--- config.mk ---
export PLATFORM = sky130hd
export DESIGN_NAME = div_subshift_hs_flat
export DESIGN_NICKNAME = d
export VERILOG_FILES = /design/src/rtl/div_pkg.sv /design/src/rtl/div_subshift_hs_if.sv /design/src/rtl/div_subshift_step.sv /design/src/rtl/div_subshift_hs.sv /design/src/flat_wrapper.sv
export SDC_FILE = /design/constraint.sdc
export NUM_CORES = 1
export LEC_CHECK = 0
export BUFFER_PORTS_ARGS = -buffer_cell sky130_fd_sc_hd__buf_2
export CAP_MARGIN = 20
export CORE_ASPECT_RATIO = 1.25
export CORE_UTILIZATION = 55
export CTS_BUF_LIST = sky130_fd_sc_hd__clkbuf_4 sky130_fd_sc_hd__clkbuf_8
export CTS_CLUSTER_SIZE = 28
export DETAILED_ROUTE_END_ITERATION = 12
export GPL_TIMING_DRIVEN = 0
export PLACE_DENSITY = 0.87
export REMOVE_ABC_BUFFERS = 1
export SLEW_MARGIN = 25
export SYNTH_ARGS = -nofsm -noshare
export SYNTH_HDL_FRONTEND = slang
export SYNTH_SLANG_ARGS = --single-unit
--- constraint.sdc ---
create_clock -name clk -period 4.75 [get_ports clk]
set_input_delay 1.425 -clock clk [delete_from_list [all_inputs] [get_ports clk]]
set_output_delay 1.425 -clock clk [all_outputs]
set_load 0.02 [all_outputs]
--- src/rtl/div_pkg.sv ---
// Shared types and elaboration helpers for the sub-and-shift divider.
package div_pkg;

    // Controller states; DONE holds a result until the consumer takes it.
    typedef enum logic [1:0] {
        ST_IDLE = 2'd0,
        ST_CALC = 2'd1,
        ST_FIX  = 2'd2,
        ST_DONE = 2'd3
    } div_state_e;

    // Widest operand the MIN helper can describe.
    localparam int MAX_W = 128;

    // Number of CALC cycles for a given width and step count.
    function automatic int iter_f(input int data_w, input int step_bits);
        return data_w / step_bits;
    endfunction

    // Counter width; it must be able to hold the value ITER.
    function automatic int cnt_w_f(input int data_w, input int step_bits);
        return $clog2(iter_f(data_w, step_bits) + 1);
    endfunction

    // Most negative two's complement value of width data_w, zero-extended to MAX_W.
    function automatic logic [MAX_W-1:0] min_f(input int data_w);
        logic [MAX_W-1:0] m;
        m = '0;
        m[data_w-1] = 1'b1;
        return m;
    endfunction

endpackage

--- src/rtl/div_subshift_hs_if.sv ---
// Request/response handshake bundle between a divide client and the divider.
interface div_subshift_hs_if #(
    parameter int DATA_W = 32
);
    logic              in_valid;
    logic              in_ready;
    logic              in_sign;
    logic [DATA_W-1:0] dividend;
    logic [DATA_W-1:0] divisor;
    logic              out_valid;
    logic              out_ready;
    logic [DATA_W-1:0] quotient;
    logic [DATA_W-1:0] remainder;
    logic              div_by_zero;
    logic              overflow;

    modport master (
        output in_valid, in_sign, dividend, divisor, out_ready,
        input  in_ready, out_valid, quotient, remainder, div_by_zero, overflow
    );

    modport slave (
        input  in_valid, in_sign, dividend, divisor, out_ready,
        output in_ready, out_valid, quotient, remainder, div_by_zero, overflow
    );
endinterface

--- src/rtl/div_subshift_step.sv ---
// One restoring division step on the {rem,quo} pair (purely combinational).
module div_subshift_step #(
    parameter int DATA_W = 32
) (
    input  logic [DATA_W-1:0] rem_i,
    input  logic [DATA_W-1:0] quo_i,
    input  logic [DATA_W-1:0] dvs_i,
    output logic [DATA_W-1:0] rem_o,
    output logic [DATA_W-1:0] quo_o
);
    logic [DATA_W:0]   shifted;
    logic [DATA_W+1:0] trial;
    logic              borrow;
    logic              unused_trial_msb;

    // Shift the pair left, trial-subtract the divisor, restore on borrow.
    always_comb begin
        shifted = {rem_i, quo_i[DATA_W-1]};
        // The shifted remainder needs DATA_W+1 bits; the extra top bit is the borrow.
        trial   = {1'b0, shifted} - {2'b00, dvs_i};
        borrow  = trial[DATA_W+1];
        rem_o   = borrow ? shifted[DATA_W-1:0] : trial[DATA_W-1:0];
        quo_o   = {quo_i[DATA_W-2:0], ~borrow};
    end

    // Without a borrow the difference is below the divisor, so this bit is always 0.
    assign unused_trial_msb = trial[DATA_W];

endmodule

--- src/rtl/div_subshift_hs.sv ---
// Iterative restoring divider with valid/ready handshake, signed/unsigned modes,
// early completion for divide-by-zero and MIN/-1, and a synchronous abort.
module div_subshift_hs
    import div_pkg::*;
#(
    parameter int DATA_W    = 32,
    parameter int STEP_BITS = 1
) (
    input  logic              clk,
    input  logic              rst_n,
    input  logic              clear,
    div_subshift_hs_if.slave  bus
);
    localparam int                ITER   = iter_f(DATA_W, STEP_BITS);
    localparam int                CNT_W  = cnt_w_f(DATA_W, STEP_BITS);
    localparam logic [CNT_W-1:0]  ITER_C = CNT_W'(ITER);
    localparam logic [CNT_W-1:0]  ONE_C  = CNT_W'(1);
    localparam logic [DATA_W-1:0] MIN_C  = DATA_W'(min_f(DATA_W));

    div_state_e        state_q, state_d;
    logic              in_ready, out_valid, accept;

    logic [DATA_W-1:0] rem_q, rem_d;
    logic [DATA_W-1:0] quo_q, quo_d;
    logic [DATA_W-1:0] dvs_q, dvs_d;
    logic              q_neg_q, q_neg_d;
    logic              r_neg_q, r_neg_d;
    logic [CNT_W-1:0]  cnt_q, cnt_d;
    logic [DATA_W-1:0] quot_q, quot_d;
    logic [DATA_W-1:0] remd_q, remd_d;
    logic              dbz_q, dbz_d;
    logic              ovf_q, ovf_d;

    logic              div_zero, sgn_ovf;
    logic              a_neg, b_neg;
    logic [DATA_W-1:0] a_mag, b_mag;

    logic [DATA_W-1:0] rem_c [STEP_BITS+1];
    logic [DATA_W-1:0] quo_c [STEP_BITS+1];

    // Decode special cases and operand magnitudes from the live request.
    always_comb begin
        div_zero = (bus.divisor == '0);
        sgn_ovf  = bus.in_sign && (bus.dividend == MIN_C) && (bus.divisor == '1);
        a_neg    = bus.in_sign & bus.dividend[DATA_W-1];
        b_neg    = bus.in_sign & bus.divisor[DATA_W-1];
        // |MIN| wraps to 2^(DATA_W-1), which is exact when read as unsigned.
        a_mag    = a_neg ? -bus.dividend : bus.dividend;
        b_mag    = b_neg ? -bus.divisor  : bus.divisor;
    end

    // STEP_BITS chained restoring steps resolve that many quotient bits per CALC cycle.
    assign rem_c[0] = rem_q;
    assign quo_c[0] = quo_q;
    for (genvar g = 0; g < STEP_BITS; g++) begin : g_step
        div_subshift_step #(.DATA_W(DATA_W)) u_step (
            .rem_i (rem_c[g]),
            .quo_i (quo_c[g]),
            .dvs_i (dvs_q),
            .rem_o (rem_c[g+1]),
            .quo_o (quo_c[g+1])
        );
    end

    // State register.
    always_ff @(posedge clk or negedge rst_n) begin
        if (!rst_n) state_q <= ST_IDLE;
        else        state_q <= state_d;
    end

    // Next-state logic; clear overrides everything.
    always_comb begin
        state_d = state_q;
        if (clear) begin
            state_d = ST_IDLE;
        end else begin
            case (state_q)
                ST_IDLE: if (accept) state_d = (div_zero || sgn_ovf) ? ST_DONE : ST_CALC;
                ST_CALC: if (cnt_q == ONE_C) state_d = ST_FIX;
                ST_FIX:  state_d = ST_DONE;
                ST_DONE: begin
                    if (accept)             state_d = (div_zero || sgn_ovf) ? ST_DONE : ST_CALC;
                    else if (bus.out_ready) state_d = ST_IDLE;
                end
                default: state_d = ST_IDLE;
            endcase
        end
    end

    // Handshake outputs; clear suppresses ready so a client never sees a phantom accept.
    always_comb begin
        in_ready  = !clear && ((state_q == ST_IDLE) || ((state_q == ST_DONE) && bus.out_ready));
        out_valid = (state_q == ST_DONE);
        accept    = bus.in_valid && in_ready;
    end

    // Datapath next-state: load on accept, iterate in CALC, sign-correct in FIX.
    always_comb begin
        rem_d   = rem_q;
        quo_d   = quo_q;
        dvs_d   = dvs_q;
        q_neg_d = q_neg_q;
        r_neg_d = r_neg_q;
        cnt_d   = cnt_q;
        quot_d  = quot_q;
        remd_d  = remd_q;
        dbz_d   = dbz_q;
        ovf_d   = ovf_q;
        if (clear) begin
            cnt_d  = '0;
            quot_d = '0;
            remd_d = '0;
            dbz_d  = 1'b0;
            ovf_d  = 1'b0;
        end else if (accept) begin
            quot_d = '0;
            remd_d = '0;
            dbz_d  = 1'b0;
            ovf_d  = 1'b0;
            if (div_zero) begin
                quot_d = '1;
                remd_d = bus.dividend;
                dbz_d  = 1'b1;
            end else if (sgn_ovf) begin
                quot_d = MIN_C;
                ovf_d  = 1'b1;
            end else begin
                rem_d   = '0;
                quo_d   = a_mag;
                dvs_d   = b_mag;
                q_neg_d = a_neg ^ b_neg;
                r_neg_d = a_neg;
                cnt_d   = ITER_C;
            end
        end else if (state_q == ST_CALC) begin
            rem_d = rem_c[STEP_BITS];
            quo_d = quo_c[STEP_BITS];
            cnt_d = cnt_q - ONE_C;
        end else if (state_q == ST_FIX) begin
            quot_d = q_neg_q ? -quo_q : quo_q;
            remd_d = r_neg_q ? -rem_q : rem_q;
        end
    end

    // Datapath registers.
    always_ff @(posedge clk or negedge rst_n) begin
        if (!rst_n) begin
            rem_q   <= '0;
            quo_q   <= '0;
            dvs_q   <= '0;
            q_neg_q <= 1'b0;
            r_neg_q <= 1'b0;
            cnt_q   <= '0;
            quot_q  <= '0;
            remd_q  <= '0;
            dbz_q   <= 1'b0;
            ovf_q   <= 1'b0;
        end else begin
            rem_q   <= rem_d;
            quo_q   <= quo_d;
            dvs_q   <= dvs_d;
            q_neg_q <= q_neg_d;
            r_neg_q <= r_neg_d;
            cnt_q   <= cnt_d;
            quot_q  <= quot_d;
            remd_q  <= remd_d;
            dbz_q   <= dbz_d;
            ovf_q   <= ovf_d;
        end
    end

    assign bus.in_ready    = in_ready;
    assign bus.out_valid   = out_valid;
    assign bus.quotient    = quot_q;
    assign bus.remainder   = remd_q;
    assign bus.div_by_zero = dbz_q;
    assign bus.overflow    = ovf_q;

endmodule
--- src/flat_wrapper.sv ---
// flat-port wrapper written by rule: the top's interface ports become plain ports
module div_subshift_hs_flat import div_pkg::*;
#(
    parameter int DATA_W    = 32,
    parameter int STEP_BITS = 1
)
  (clk, rst_n, clear, bus_in_valid, bus_in_sign, bus_dividend, bus_divisor, bus_out_ready, bus_in_ready, bus_out_valid, bus_quotient, bus_remainder, bus_div_by_zero, bus_overflow);
  div_subshift_hs_if #(.DATA_W(DATA_W)) bus_i ();
  input  logic clk;
  input  logic rst_n;
  input  logic clear;
  input wire logic [$bits(bus_i.in_valid)-1:0] bus_in_valid;
  input wire logic [$bits(bus_i.in_sign)-1:0] bus_in_sign;
  input wire logic [$bits(bus_i.dividend)-1:0] bus_dividend;
  input wire logic [$bits(bus_i.divisor)-1:0] bus_divisor;
  input wire logic [$bits(bus_i.out_ready)-1:0] bus_out_ready;
  output wire logic [$bits(bus_i.in_ready)-1:0] bus_in_ready;
  output wire logic [$bits(bus_i.out_valid)-1:0] bus_out_valid;
  output wire logic [$bits(bus_i.quotient)-1:0] bus_quotient;
  output wire logic [$bits(bus_i.remainder)-1:0] bus_remainder;
  output wire logic [$bits(bus_i.div_by_zero)-1:0] bus_div_by_zero;
  output wire logic [$bits(bus_i.overflow)-1:0] bus_overflow;
  assign bus_i.in_valid = bus_in_valid;
  assign bus_i.in_sign = bus_in_sign;
  assign bus_i.dividend = bus_dividend;
  assign bus_i.divisor = bus_divisor;
  assign bus_i.out_ready = bus_out_ready;
  assign bus_in_ready = bus_i.in_ready;
  assign bus_out_valid = bus_i.out_valid;
  assign bus_quotient = bus_i.quotient;
  assign bus_remainder = bus_i.remainder;
  assign bus_div_by_zero = bus_i.div_by_zero;
  assign bus_overflow = bus_i.overflow;
  div_subshift_hs #(.DATA_W(DATA_W), .STEP_BITS(STEP_BITS)) u_core (.clk(clk), .rst_n(rst_n), .clear(clear), .bus(bus_i));
endmodule
* Word level (Yosys, flattened, before mapping)
Cells that the tools add are included.
** Storage, ports and cells
- Logic and storage cells :: 100
- Register bits :: 172
- Input port bits :: 70
- Output and inout port bits :: 68
- ROM bits :: 0
- Memories kept :: 0
- Memory bits (writable) :: 0
- Bits in latches :: 0
** Cells by class
- Shift-type cells :: 0
- $add $sub $neg :: 6
- $mul :: 0
- Equal/unequal tests :: 14
- Divide/modulo/power cells :: 0
- Reduce and logical (&&, ||, !) cells :: 19
- Order comparisons :: 0
- Muxes and demuxes :: 43
- Bitwise logic cells :: 7
** Operators by type and width (count)
- $mux W32 :: 24
- $neg A32 Y32 :: 4
- $eq A32 B32 Y1 const B :: 2
- $sub A33 B32 Y34 :: 1
- $logic_not A32 Y1 :: 1
- $mux W6 :: 5
- $mux W2 :: 6
- $ne A3 B2 Y1 const B :: 3
- $pmux W2 S4 :: 1
- $reduce_and A4 Y1 :: 2
- $mux W1 :: 7
- $eq A6 B1 Y1 const B :: 1
- $ne A3 B3 Y1 const B :: 2
- $reduce_and A3 Y1 :: 2
- $reduce_bool A3 Y1 :: 2
- $sub A6 B1 Y6 const B :: 1
- $logic_and A1 B1 Y1 :: 5
- $eq A2 B2 Y1 const B :: 2
- $ne A2 B2 Y1 const B :: 2
- $ne A4 B3 Y1 const B :: 1
- $not A1 Y1 :: 4
- $reduce_bool A2 Y1 :: 2
- $and A1 B1 Y1 :: 2
- $eq A2 B1 Y1 const B :: 1
- other kinds (5) :: 6

* Depth between registers and ports, before layout
Gate-level depths: netlist of run 1.
- Depth after elaboration :: 8
- Gate-level depth with buffers :: 13
- Gate-level depth less buffers :: 12

* Modules after synthesis
A second synthesis of run 1 with hierarchy kept.
** Second synthesis, totals
- Cell total of the unflattened synthesis :: 1462
- Area total of the unflattened synthesis :: 12348.1 um^2
** Modules (own cells, without submodules)
- div_subshift_hs :: cells an instance 1119, instances 1, sequential area each 4304.1 um^2, area an instance 9826.9 um^2
- div_subshift_step :: cells an instance 343, instances 1, sequential area each 0.0 um^2, area an instance 2521.2 um^2

* Worst setup path after synthesis of run 1
No wires, ideal clock.
- Path kind :: input port to flip-flop
- From :: input port bus_dividend[12]
- To :: register u_core.dvs_q[22]
- Path buffers :: 2
- Arrival time :: 3.685 ns
- Cell stages on the path :: 10
- Library setup time :: 0.132 ns
- Slack :: 0.933 ns
- Required time :: 4.618 ns
- Path through :: or4_1 -> or3_1 -> or3_1 -> nor3_1 -> a41oi_1 -> and2_1 -> buf_2 -> clkbuf_1 -> nand2_1 -> o21ai_0
** On the way
- Cells in the longest elaborated chain, start to end :: 5
** RTL lines
- start: declaration :: RTL line flat_wrapper.sv:14 : input wire logic [$bits(bus_i.dividend)-1:0] bus_dividend;
- $eq A32 B32 Y1 :: RTL line div_subshift_hs.sv:44 : sgn_ovf = bus.in_sign && (bus.dividend == MIN_C) && (bus.divisor == '1);
- $logic_and A1 B1 Y1 (2 in series) :: RTL line div_subshift_hs.sv:44
- $not A1 Y1 (no line)
- $reduce_and A4 Y1 (no line)
- end signal: assignment :: RTL line div_subshift_hs.sv:161 : dvs_q <= dvs_d;
- end: declaration :: RTL line div_subshift_hs.sv:25 : logic [DATA_W-1:0] dvs_q, dvs_d;
No other way between the ends.
A chain may end at the register's enable or synchronous reset.

* Worst setup path after layout of run 1
- From :: input port bus_dividend[12]
- To :: register u_core.quo_q[12]
** On the way
- Cells in the longest elaborated chain, start to end :: 5
- Elaborated cells between the ends (all ways) :: 10
- Those cells by class :: 1 x add/sub; 2 x eq/ne; 4 x mux; 3 x reduce/logical
** RTL lines
- $neg A32 Y32 / $eq A32 B32 Y1 (equally long branches) :: RTL line div_subshift_hs.sv:48, div_subshift_hs.sv:44
- $mux W32 / $logic_and A1 B1 Y1 (equally long branches) :: RTL line div_subshift_hs.sv:48, div_subshift_hs.sv:44
- $mux W32 / $logic_and A1 B1 Y1 (equally long branches) :: RTL line div_subshift_hs.sv:124, div_subshift_hs.sv:44
- $mux W32 / $ne A2 B2 Y1 (equally long branches)
- $mux W32 / $reduce_and A4 Y1 (equally long branches)
- end signal: assignment :: RTL line div_subshift_hs.sv:160 : quo_q <= quo_d;
- end: declaration :: RTL line div_subshift_hs.sv:24 : logic [DATA_W-1:0] quo_q, quo_d;
Parallel ways exist; a longest one is shown, timed or not. The select of a mux whose other input is x is not followed.

==> results.md, run 1 <==
- Grt ovf: 0
- Initial core utilization: 0.559
- Vias in the first global route: 10,000
- Mean post-synth cell area: slightly above 8 sq um
- Fillers: 1,757
- Crit share post-route: 0.986
- Setup crit start kind: input pin
- Avg WL per Cell: 16.5 um
- Syn Inst Count: 1,413
- # Max-Cap Violations: 0
- Actual slew at the worst max-slew pin: 0.930 ns
- Main combinational cell family by area after synthesis: compound AO/OA/AOI/OAI gates
- Max stage delay on crit path: around 0.59 ns
- Nets: 1,624
- TritonCTS clock tree: built
- Rows: a little under 60
- Drt initial violations: 806
- HP Class: flop to flop
- Critical path depth: 12
- Mux share of post-synthesis cell area: 0.0269
- Commonest non-fill, non-tap cell in the layout: nand2_1
- Setup violators final: 0
- RePlAce Congestion: 0.969
- CP bufs+invs: 3
- Hold Path Stages: 2
- Layout cells sized above 1: 0.139
- Reg2Reg Depth: 12
- DR vias: around 11,000
- Failing checks: design-rule violations
- Core Area: 20,700 sq um
- Post-synthesis sequential area ratio: 0.371
- Clock slew at reported path FFs: around 0.090 ns
- Critical Path RT: about 5.1 ns
- Setup crit end kind: flop
- Max frequency: 0.213 GHz
- CP most frequent cell: or3_1
- RSZ-0062 raised after global routing: no
- Clock buffer depth: 2
- Worst vdd ir: approximately 270 uV
- Final Hold Fails: 0
- Clk_lat worst skew: 0.48 ns
- Synth area leader: dfrtp_1
- Critical path type: input pin to flop
- CP top delay family: simple AND/OR/NAND/NOR gates
- CTS Buf Count: 17
- Pin count of the biggest net entering global routing: 67
- CTS HTree Levels: 4
- # placed instances: 1,768
- Clk sinks: 172
- Die width: 132 um
- Synth top area share: 0.371
- Vias per cell: 5.94
- Min Tclk post-route: 4.68 ns
- Slowest-stage cell, CP: or4_1
- Hold buffers post-CTS: 0
- Initial antenna violation count: 1
- HPWL after detailed placement: 22,500 um
- WL final: 29,700 um
- Crit-path max FO: 44
- Async S/R FF share, synth: 1.00
- Headroom to the max-slew limit: 0.380
- Worst Clk Skew: about 0.0093 ns
- All-Layer GR Usage: 0.281
- I/O pin cnt: 138
- Die Y: 164 um
- DRC errors left: 2
- Status: finished, violations left
- Synth top area cells: dfrtp_1 (37%), o21ai_0 (8.6%), nand2_1 (7.6%), xnor2_1 (7.4%), ha_1 (4.2%)
- Port bufs: ~140
- Synth Flop Type: dfrtp_1
- Finished Layout Cells: 1,802
- Post-synthesis xor/xnor area fraction: 0.112
- Yosys reg bits: 172
- Post-synth EDFFs: 0
- Placed cell areas: between 10,000 and 15,000 sq um
- Final hold slack: 0.465 ns
- CP arrival: 5.07 ns
- Total power: 7120 uW
- Post-layout util: 0.629
- Compound-cell area share of the yosys netlist: 0.219
- Syn. warnings: 0
- Cell Pwr Density: about 550 nW/um^2
- Sequential cell area: 4300 sq um
- Die area: ~22,000 sq um
- Number of routed nets with antenna violations: 0
- Initial DRT Pass Iterations: 11
- Mapped cell area: 11,600 sq um
- Layout Area Growth over Synthesis: 12.5%
- First-pass GRT wire length: 48,900 um
- Clock Root Buffer: clkbuf_8
- Crit path cell chain: buf_2 > or4_1 > or3_1 > or3_1 > nor3_2 > a41oi_1 > and2_2 > nor2_4 > buf_16 > buf_12 > nand2_1 > o21ai_0
- Simple-Gate Fraction of Synth Area: 0.185
- Max Slew Vio Count: 0
- Multi-input gate area: 6860 sq um
- Most frequent cells in the layout: nand2_1 (235), o21ai_0 (199), dfrtp_1 (172)
- Static Leak: 0.00599 uW
- Final Instance Area: 13,000 sq um
- Post-synthesis cell type count: 69
- Post-synthesis adder-cell area fraction: 0.0438
==> cells by family (layout without fill, tap and decap cells) <==
logic type / after synthesis / count (layout)
fa+ha+maj: 40 / 40
mux: 31 / 31
compound gates: 426 / 426
buf+inv: 125 / 238
other cells: 0 / 1
simple gates: 471 / 472
flops: 172 / 172
xor+xnor: 148 / 148
==> final cells by class <==
cell class	count	area share
Antenna cell	1	0.000192
Inverter	51	0.0147
Timing Repair Buffer	155	0.0730
Sequential cell	172	0.330
Tap cell	274	0.0263
Clock inverter	9	0.00662
Multi-Input combinational cell	1117	0.526
Clock buffer	23	0.0238
==> where the power goes <==
part           leakage, uW  switching, uW  internal (uW)
combinational      0.00353           2110           1610
clock             0.000190            540            488
sequential         0.00227            520           1850
total              0.00599           3170           3940
==> tightest hold or removal path, stage by stage (launching register included) <==
cell	delay, ns
dfrtp_1	0.34
nand2_1	0.05
nand2_1	0.04
==> per-layer routing <==
metal	up-vias	routed length, um	track usage
li1	5188	-	-
met1	5026	12200	0.345
met2	420	14700	0.493
met3	72	1680	0.0399
met4	0	1090	0.128
met5	-	0	0
==> path summary, 6_finish.rpt <==
| check | start | endpoint | slack (ns) |
|---|---|---|---|
| max | bus_dividend[12] | u_core.quo_q[12] | 0.07 |
| max reg2reg | u_core.quo_q[31] | u_core.rem_q[30] | 1.04 |
| min reg2reg | u_core.bus.quotient[22] | u_core.bus.quotient[22] | 0.47 |
| max in group asynchronous | rst_n | u_core.rem_q[9] | 2.97 |
| min | u_core.bus.quotient[22] | u_core.bus.quotient[22] | 0.47 |
| min in group asynchronous | rst_n | u_core.bus.quotient[27] | 0.81 |
==> cells in the mapped netlist (3+ instances only) <==
cell type    n
and2_1      10
nand2_1    236
xnor2_1     98
buf_2        7
nand4_1     11
mux2i_1     30
a21o_1      15
a211oi_1     4
or2_2        6
or4_4        3
nand2b_1    14
o21ai_1     18
a31oi_1      8
buf_1        4
o21ai_0    199
nor3_1      33
inv_1       51
nor2_1      82
a22oi_1     29
nand3_1     18
a32oi_1      8
buf_4        5
nor2b_1      3
clkbuf_1    58
o211ai_1     4
ha_1        39
or3_1       19
a22o_1       3
o21bai_1     3
a21oi_1     68
xor2_1      50
o21a_1       7
dfrtp_1    172
o31ai_1     26
or4_1        9
nor4_1      12
o41ai_1     10
and3_1       3
==> sequential cells by signal (all words and copies together), names as in the netlist <==
signal	cells
u_core.bus.div_by_zero	1
u_core.bus.overflow	1
u_core.bus.quotient	32
u_core.bus.remainder	32
u_core.cnt_q	6
u_core.dvs_q	32
u_core.q_neg_q	1
u_core.quo_q	32
u_core.r_neg_q	1
u_core.rem_q	32
u_core.state_q	2
==> timing repair <==
item / 4_1_cts / 5_1_grt
pin swaps: 0 / 1
setup endpoints to repair: 23 / 24
setup buffers: 0 / 0
resized for setup: 1 / 2
gates cloned: 0 / 1
==> through the flow <==
step | setup WS (ns) | TNS (ns)
after CTS | 0.0232 | 0
after detailed placement | -0.710 | -30.87
after floorplan | -3.73 | -392.69
after global placement | -9.92 | -1074.40
final | 0.0653 | 0
after global routing | 0.0223 | 0
No activity file was read; power rests on OpenSTA's default activity.
==> run 2: changes to the inputs <==
--- a/config.mk
+++ b/config.mk
@@ -8,13 +8,14 @@
 export BUFFER_PORTS_ARGS = -buffer_cell sky130_fd_sc_hd__buf_2
 export CAP_MARGIN = 20
 export CORE_ASPECT_RATIO = 1.25
-export CORE_UTILIZATION = 55
+export CORE_UTILIZATION = 40
 export CTS_BUF_LIST = sky130_fd_sc_hd__clkbuf_4 sky130_fd_sc_hd__clkbuf_8
 export CTS_CLUSTER_SIZE = 28
 export DETAILED_ROUTE_END_ITERATION = 12
 export GPL_TIMING_DRIVEN = 0
-export PLACE_DENSITY = 0.87
+export PLACE_DENSITY = 0.69
 export REMOVE_ABC_BUFFERS = 1
+export SKIP_LAST_GASP = 1
 export SLEW_MARGIN = 25
 export SYNTH_ARGS = -nofsm -noshare
 export SYNTH_HDL_FRONTEND = slang
==> run 2 against run 1 <==
The flow now finishes without violations. Register-to-register slack better by 0.06 ns. Combinational power is 1% lower. Sequential power hardly changed. Setup slack better by 0.14 ns. Non-clock buffer count is 1 higher. Highest routed layer unchanged. Cell count is 4.6% higher. Largest power group unchanged. Via count is 3.8% lower. Clock skew is 0.0049 ns higher. Critical endpoint is now u_core.quo_q[23]. Fmax is 3.0% higher.
==> results.md, run 2 (synthesized netlist as in run 1, its figures left out) <==
- Static Leak: 0.00601 uW (+0.40%)
- Cell Pwr Density: 541 nW/um^2 (-0.84%)
- Logic pwr share: 0.515 (-0.008)
- Clk_lat worst skew: 0.49 ns (about the same)
- Number of routed nets with antenna violations: 0 (unchanged)
- Die Y: 192 um (+17%)
- First-pass GRT wire length: 50,000 um (+2.3%)
- RSZ-0062 raised after global routing: no
- Actual slew at the worst max-slew pin: 0.930 ns (+0.000294 ns)
- Critical path type: input pin to flop
- Critical Path RT: 5.11 ns (-0.03 ns)
- Die area: 29,700 sq um (+37%)
- Setup TNS: 0 ns (unchanged)
- Clock Root Buffer: clkbuf_8
- Initial DRT Pass Iterations: 5 (-6)
- Post-place setup slack: -0.651 ns (+0.0586 ns)
- Setup violators final: 0 (unchanged)
- RR Endpoint: u_core.rem_q[30]
- Sw frac: 0.443 (-0.00263)
- TritonCTS clock tree: built
- CTS HTree Levels: 4 (unchanged)
- # Max-Cap Violations: 0 (unchanged)
- Post CTS Setup Buffer Count: 0 (unchanged)
- I/O pin cnt: 138 (unchanged)
- Placed cell areas: 12,700 sq um (+0.91%)
- Grt ovf: 0 (unchanged)
- Worst vdd ir: 223 uV (-16%)
- Vias per cell: 5.47 (-8.0%)
- RePlAce Congestion: 0.871 (-10%)
- HPWL after detailed placement: 23,600 um (+4.9%)
- Worst Slack Setup Final: 0.202 ns (+0.137 ns)
- Crit share post-route: 0.957 (-0.0289)
- Max frequency: 0.220 GHz (+3.0%)
- Setup crit start kind: input pin
- P_sw: 3160 uW (-0.49%)
- Clk sinks: 172 (unchanged)
- Reg2Reg Depth: 12 (unchanged)
- Initial core utilization: 0.407 (-0.152)
- Sequential power share: 0.332 (about the same)
- Max Slew Vio Count: 0 (unchanged)
- Clock network power share: 0.153 (+0.009)
- Layout cells sized above 1: 0.139 (about the same)
- Commonest non-fill, non-tap cell in the layout: nand2_1
- Die width: 154 um (+17%)
- All-Layer GR Usage: 0.212 (-0.0695)
- Nets: 1,625 (+0.062%)
- Hold buffers post-CTS: 0 (unchanged)
- Port bufs: 137 (unchanged)
- HP Class: flop to flop
- Drt initial violations: 551 (-32%)
- Final Instance Area: 13,200 sq um (+0.95%)
- CTS Buf Count: 17 (unchanged)
- Final Hold Fails: 0 (unchanged)
- Most frequent cells in the layout: nand2_1 (235), o21ai_0 (199), dfrtp_1 (172)
- Core Area: 28,500 sq um (+37%)
- Crit-path max FO: 44 (unchanged)
- Initial antenna violation count: 0 (-1)
- WL final: 30,600 um (+3.0%)
- Clock buffer depth: 2 (unchanged)
- FF-to-FF setup slack: 1.10 ns (+0.06 ns)
- Status: finished, final reports clean
- CP arrival: 4.90 ns (-0.17 ns)
- Headroom to the max-slew limit: 0.380 (about the same)
- Worst Clk Skew: 0.0142 ns (+0.00491 ns)
- Setup crit end kind: flop
- Critical Path Sink: u_core.quo_q[23]
- Layout Area Growth over Synthesis: 13.5%
- Avg WL per Cell: 16.2 um (-1.5%)
- Clock slew at reported path FFs: 0.09 ns (about the same)
- Fillers: 2,826 (+61%)
- Cell Int Power: 3970 uW (+0.58%)
- Pin count of the biggest net entering global routing: 70 (+4.5%)
- Rows: 69 (+17%)
- DRC errors left: 0 (-2)
- Vias in the first global route: 9,845 (-1.9%)
- Min Tclk post-route: 4.55 ns (-0.137 ns)
- DR vias: 10,300 (-3.8%)
- CP startpoint: bus_dividend[12]
- RR Startpoint: u_core.quo_q[31]
[run 2: metrics by stage]
stage / std cells / utilization / hold WS, ns / total power, uW
3_5_place_dp: 1850 / 0.447 / 0.450 / 6040
5_1_grt: 1883 / 0.462 / 0.488 / 7740
3_3_place_gp: 1831 / 0.436 / 0.448 / 5900
4_1_cts: 1882 / 0.462 / 0.472 / 7140
2_1_floorplan: 1339 / - / 0.450 / 5030
6_report: 1884 / 0.462 / 0.464 / 7130
[run 2: area by class of cell]
| class | count | area, sq um | share of cell area |
|---|---|---|---|
| timing repair buffer | 156 | 958 | 0.0728 |
| antenna | 1 | 2.50 | 0.000190 |
| clock inverter | 12 | 138 | 0.0104 |
| multi-input combinational | 1117 | 6860 | 0.521 |
| sequential | 172 | 4300 | 0.327 |
| inverter | 51 | 191 | 0.0145 |
| clock buffer | 20 | 275 | 0.0209 |
| tap | 355 | 444 | 0.0337 |
[run 2: worst min path at each step]
| stage | startpoint | to | slack [ns] | depth (start not counted) |
|---|---|---|---|---|
| floorplan | u_core.dvs_q[19] | u_core.dvs_q[19] | 0.45 | 2 |
| global placement | u_core.bus.quotient[24] | u_core.bus.quotient[24] | 0.45 | 2 |
| detailed placement | u_core.bus.quotient[28] | u_core.bus.quotient[28] | 0.45 | 2 |
| CTS | u_core.bus.quotient[28] | u_core.bus.quotient[28] | 0.47 | 2 |
| global route | u_core.bus.quotient[24] | u_core.bus.quotient[24] | 0.49 | 2 |
| finish | u_core.bus.quotient[28] | u_core.bus.quotient[28] | 0.46 | 2 |
[run 2: power by group through the flow]
stage               combinational (uW)  sequential, uW  clock (uW)
finish                            3670            2360        1090
global route                      4140            2430        1170
CTS                               3670            2350        1120
detailed placement                3660            2380           0
global placement                  3530            2360           0
floorplan                         2690            2340           0
[run 2: per-layer routing]
metal,share of wire,GRT usage,vias up
met5,0,0,-
met4,0.033,0.0937,0
met3,0.032,0.0243,49
met2,0.47,0.358,234
met1,0.46,0.274,4825
li1,-,-,5189
[run 2: worst max-delay path, cell delays in order]
cell     delay, ns
buf_2         0.12
or4_1         0.58
or3_1         0.40
or3_1         0.35
nor3_2        0.43
a41oi_1       0.27
and2_2        0.48
nor2_4        0.44
buf_12        0.25
o21ai_0       0.12
[run 2: repair_timing]
action	4_1_cts	5_1_grt
cloned	0	1
pin swaps	0	1
resized for setup	1	1
endpoints found under the setup margin	48	34
==> run 3: changes to the inputs <==
--- a/config.mk
+++ b/config.mk
@@ -5,6 +5,7 @@
 export SDC_FILE = /design/constraint.sdc
 export NUM_CORES = 1
 export LEC_CHECK = 0
+export ABC_AREA = 1
 export BUFFER_PORTS_ARGS = -buffer_cell sky130_fd_sc_hd__buf_2
 export CAP_MARGIN = 20
 export CORE_ASPECT_RATIO = 1.25
==> run 3 against run 2 <==
Power up 45%. Clock-buffer cell count up 1. Wire length up 49%. Non-clock buffer count down 16. Sequential power up 11%. Largest cell class unchanged. Highest routed layer unchanged.
==> results.md, run 3 <==
- CP top delay family: simple AND/OR/NAND/NOR gates
- Syn. warnings: 0 (unchanged)
- Clock slew at reported path FFs: 0.09 ns (about the same)
- Vias in the first global route: 14,200 (+45%)
- Main combinational cell family by area after synthesis: simple AND/OR/NAND/NOR gates
- Static Leak: 0.00860 uW (+43%)
- Synth top cells by count: nand2_1 (827), inv_1 (311), nand3_1 (266)
- Die Y: 214 um (+11%)
- Setup crit start kind: input pin
- Critical path type: input pin to flop
- Post-synthesis cell type count: 48 (-30%)
- I/O pin cnt: 138 (unchanged)
- # Max-Cap Violations: 0 (unchanged)
- Initial antenna violation count: 0 (unchanged)
- # placed instances: 2,902 (+57%)
- Async S/R FF share, synth: 1.00 (unchanged)
- Avg WL per Cell: 15.6 um (-4.0%)
- Post-synthesis adder-cell area fraction: 0.0353 (-0.00846)
- TritonCTS clock tree: built
- Initial DRT Pass Iterations: 6 (+1)
- Mux share of post-synthesis cell area: 0 (-0.0269)
- Clock network power share: 0.108 (-0.045)
- Post-place setup slack: -0.209 ns (+0.442 ns)
- Clock buffer depth: 2 (unchanged)
- Max Slew Vio Count: 0 (unchanged)
- All-Layer GR Usage: 0.256 (+0.0437)
- Finished Layout Cells: 2,934 (+56%)
- Synth top area cells: dfrtp_1 (30%), nand2_1 (22%), nand3_1 (9.3%), inv_1 (8.1%), nor2_1 (5.7%)
- CTS HTree Levels: 4 (unchanged)
- Status: finished, final reports clean
- Clk sinks: 172 (unchanged)
- Initial core utilization: 0.407 (-0.000473)
- Clk_lat worst skew: 0.52 ns (+0.03 ns)
- Commonest non-fill, non-tap cell in the layout: nand2_1
- Nets: 2,557 (+57%)
- Synth area leader: dfrtp_1
- Synth Flop Type: dfrtp_1
- Post-CTS sizing: 0 (-1)
- P_sw: 5510 uW (+75%)
- Worst vdd ir: 243 uV (+9.0%)
- Most numerous cell in the Yosys netlist: nand2_1
- First-pass GRT wire length: 73,300 um (+46%)
- Pin count of the biggest net entering global routing: 78 (+11%)
- Mapped cell area: 14,400 sq um (+24%)
- Grt ovf: 0 (unchanged)
- Final Hold Fails: 0 (unchanged)
- Layout cells sized above 1: 0.0907 (-0.0481)
- Crit path cell chain: buf_2 > nand2_1 > nor3_1 > nand2_1 > nor2_1 > nand2_1 > nand2_4 > nand2_4 > inv_2 > o21ai_0
- DRC errors left: 0 (unchanged)
- Number of routed nets with antenna violations: 0 (unchanged)
- Hold buffers post-CTS: 0 (unchanged)
- Post-synth EDFFs: 0 (unchanged)
- Crit share post-route: 0.938 (-0.0194)
- Clock Root Buffer: clkbuf_8
- RePlAce Congestion: 0.995 (+14%)
- Worst Slack Setup Final: 0.295 ns (+0.0922 ns)
- Port bufs: 137 (unchanged)
- Post CTS Setup Buffer Count: 0 (unchanged)
- Actual slew at the worst max-slew pin: 1.01 ns (+0.0757 ns)
- WL final: 45,800 um (+49%)
- DR vias: 15,100 (+47%)
- Min Tclk post-route: 4.46 ns (-0.0922 ns)
- Cell Pwr Density: 653 nW/um^2 (+21%)
- Die width: 172 um (+11%)
- Headroom to the max-slew limit: 0.329 (-0.0505)
- Rows: 77 (+12%)
- Post-synthesis xor/xnor area fraction: 0.0347 (-0.0770)
- Worst Clk Skew: 0.0157 ns (+0.00149 ns)
- Core Area: 35,400 sq um (+24%)
- CP most frequent cell: nand2_1
- HP Class: flop to flop
- N_diodes: 0 (-1)
- Die area: 36,700 sq um (+24%)
- Sw frac: 0.534 (+0.0910)
- Mean post-synth cell area: 6.09 sq um (-26%)
- Final hold slack: 0.480 ns (+0.0161 ns)
- Simple-Gate Fraction of Synth Area: 0.425 (+0.240)
- Syn Inst Count: 2,362 (+67%)
- RSZ-0062 raised after global routing: no
- Setup violators final: 0 (unchanged)
- CP bufs+invs: 2 (unchanged)
- Vias per cell: 5.15 (-5.7%)
- Synth top area share: 0.299 (-0.0717)
- Setup crit end kind: flop
- Cell Int Power: 4810 uW (+21%)
- HPWL after detailed placement: 35,900 um (+52%)
- Crit-path max FO: 60 (+36%)
- Post-synthesis sequential area ratio: 0.299 (-0.0717)
- CTS Buf Count: 17 (unchanged)
- Layout Area Growth over Synthesis: 9.92%
- Max frequency: 0.224 GHz (+2.1%)
- Most frequent cells in the layout: nand2_1 (827), inv_1 (311), nand3_1 (266)
- Yosys reg bits: 172 (unchanged)
- Sequential power share: 0.255 (-0.077)
- Drt initial violations: 1,176 (+110%)
- Critical Path RT: 5.13 ns (+0.02 ns)
- CP arrival: 4.83 ns (-0.07 ns)
- Logic pwr share: 0.637 (+0.122)
- Slowest-stage cell, CP: inv_2
- Compound-cell area share of the yosys netlist: 0.0940 (-0.125)
- Max stage delay on crit path: 0.70 ns (+0.12 ns)
run 3: worst paths after layout:
check | slack (ns) | cells after the start | end | startpoint
max | 0.29 | 10 | u_core.quo_q[31] | bus_in_sign
min reg2reg | 0.48 | 2 | u_core.bus.quotient[28] | u_core.bus.quotient[28]
min | 0.48 | 2 | u_core.bus.quotient[28] | u_core.bus.quotient[28]
max in group asynchronous | 3.25 | 2 | u_core.bus.quotient[29] | rst_n
min in group asynchronous | 0.82 | 1 | u_core.bus.quotient[0] | rst_n
max reg2reg | 1.07 | 11 | u_core.quo_q[31] | u_core.state_q[0]
run 3: through the flow:
stage | setup TNS, ns | cell area [sq um] | utilization | power, uW
after global routing | 0 | 15800 | 0.447 | 11400
after floorplan | 0 | 14000 | - | 7350
after global placement | -99.66 | 15300 | 0.432 | 9000
after CTS | 0 | 15800 | 0.447 | 10300
after detailed placement | -4.38 | 15400 | 0.435 | 9140
final | 0 | 15800 | 0.447 | 10300
run 3: worst register-to-register path, delay by kind of cell, from the launching register on:
| kind | cells | cell delay (ns) |
|---|---|---|
| and+or+nand+nor | 6 | 1.99 |
| DFF | 1 | 0.45 |
| buffers and inverters | 3 | 0.84 |
| AOI/OAI and AO/OA | 2 | 0.25 |
run 3: kinds of logic after synthesis:
| kind of cell | after synthesis |
|---|---|
| flip-flops | 172 |
| XOR/XNOR | 57 |
| AND/OR/NAND/NOR | 1441 |
| AO/OA/AOI/OAI | 250 |
| adder cells (fa/ha/maj) | 40 |
| buffers and inverters | 402 |
run 3: layout make-up:
type,instances,area [sq um]
fillers,3812,19500
multi-input cells,1788,8480
flip-flops and latches,172,4300
inverters,328,1240
repair buffers,140,771
well taps,474,593
clock buffers,21,289
clock inverters,11,130
run 3: layer usage:
metal / GRT usage / vias to the layer above / part of all wire
met5: 0 / - / 0
met4: 0.135 / 0 / 0.046
met3: 0.0294 / 99 / 0.048
met1: 0.306 / 6866 / 0.41
met2: 0.443 / 470 / 0.49
li1: - / 7680 / -
run 3: power by group through the flow:
stage | registers [uW] | logic (uW) | clock network (uW)
after floorplan | 2780 | 4570 | 0
after detailed placement | 2640 | 6500 | 0
after global placement | 2620 | 6380 | 0
final | 2630 | 6570 | 1120
after CTS | 2610 | 6530 | 1140
after global routing | 2710 | 7490 | 1200
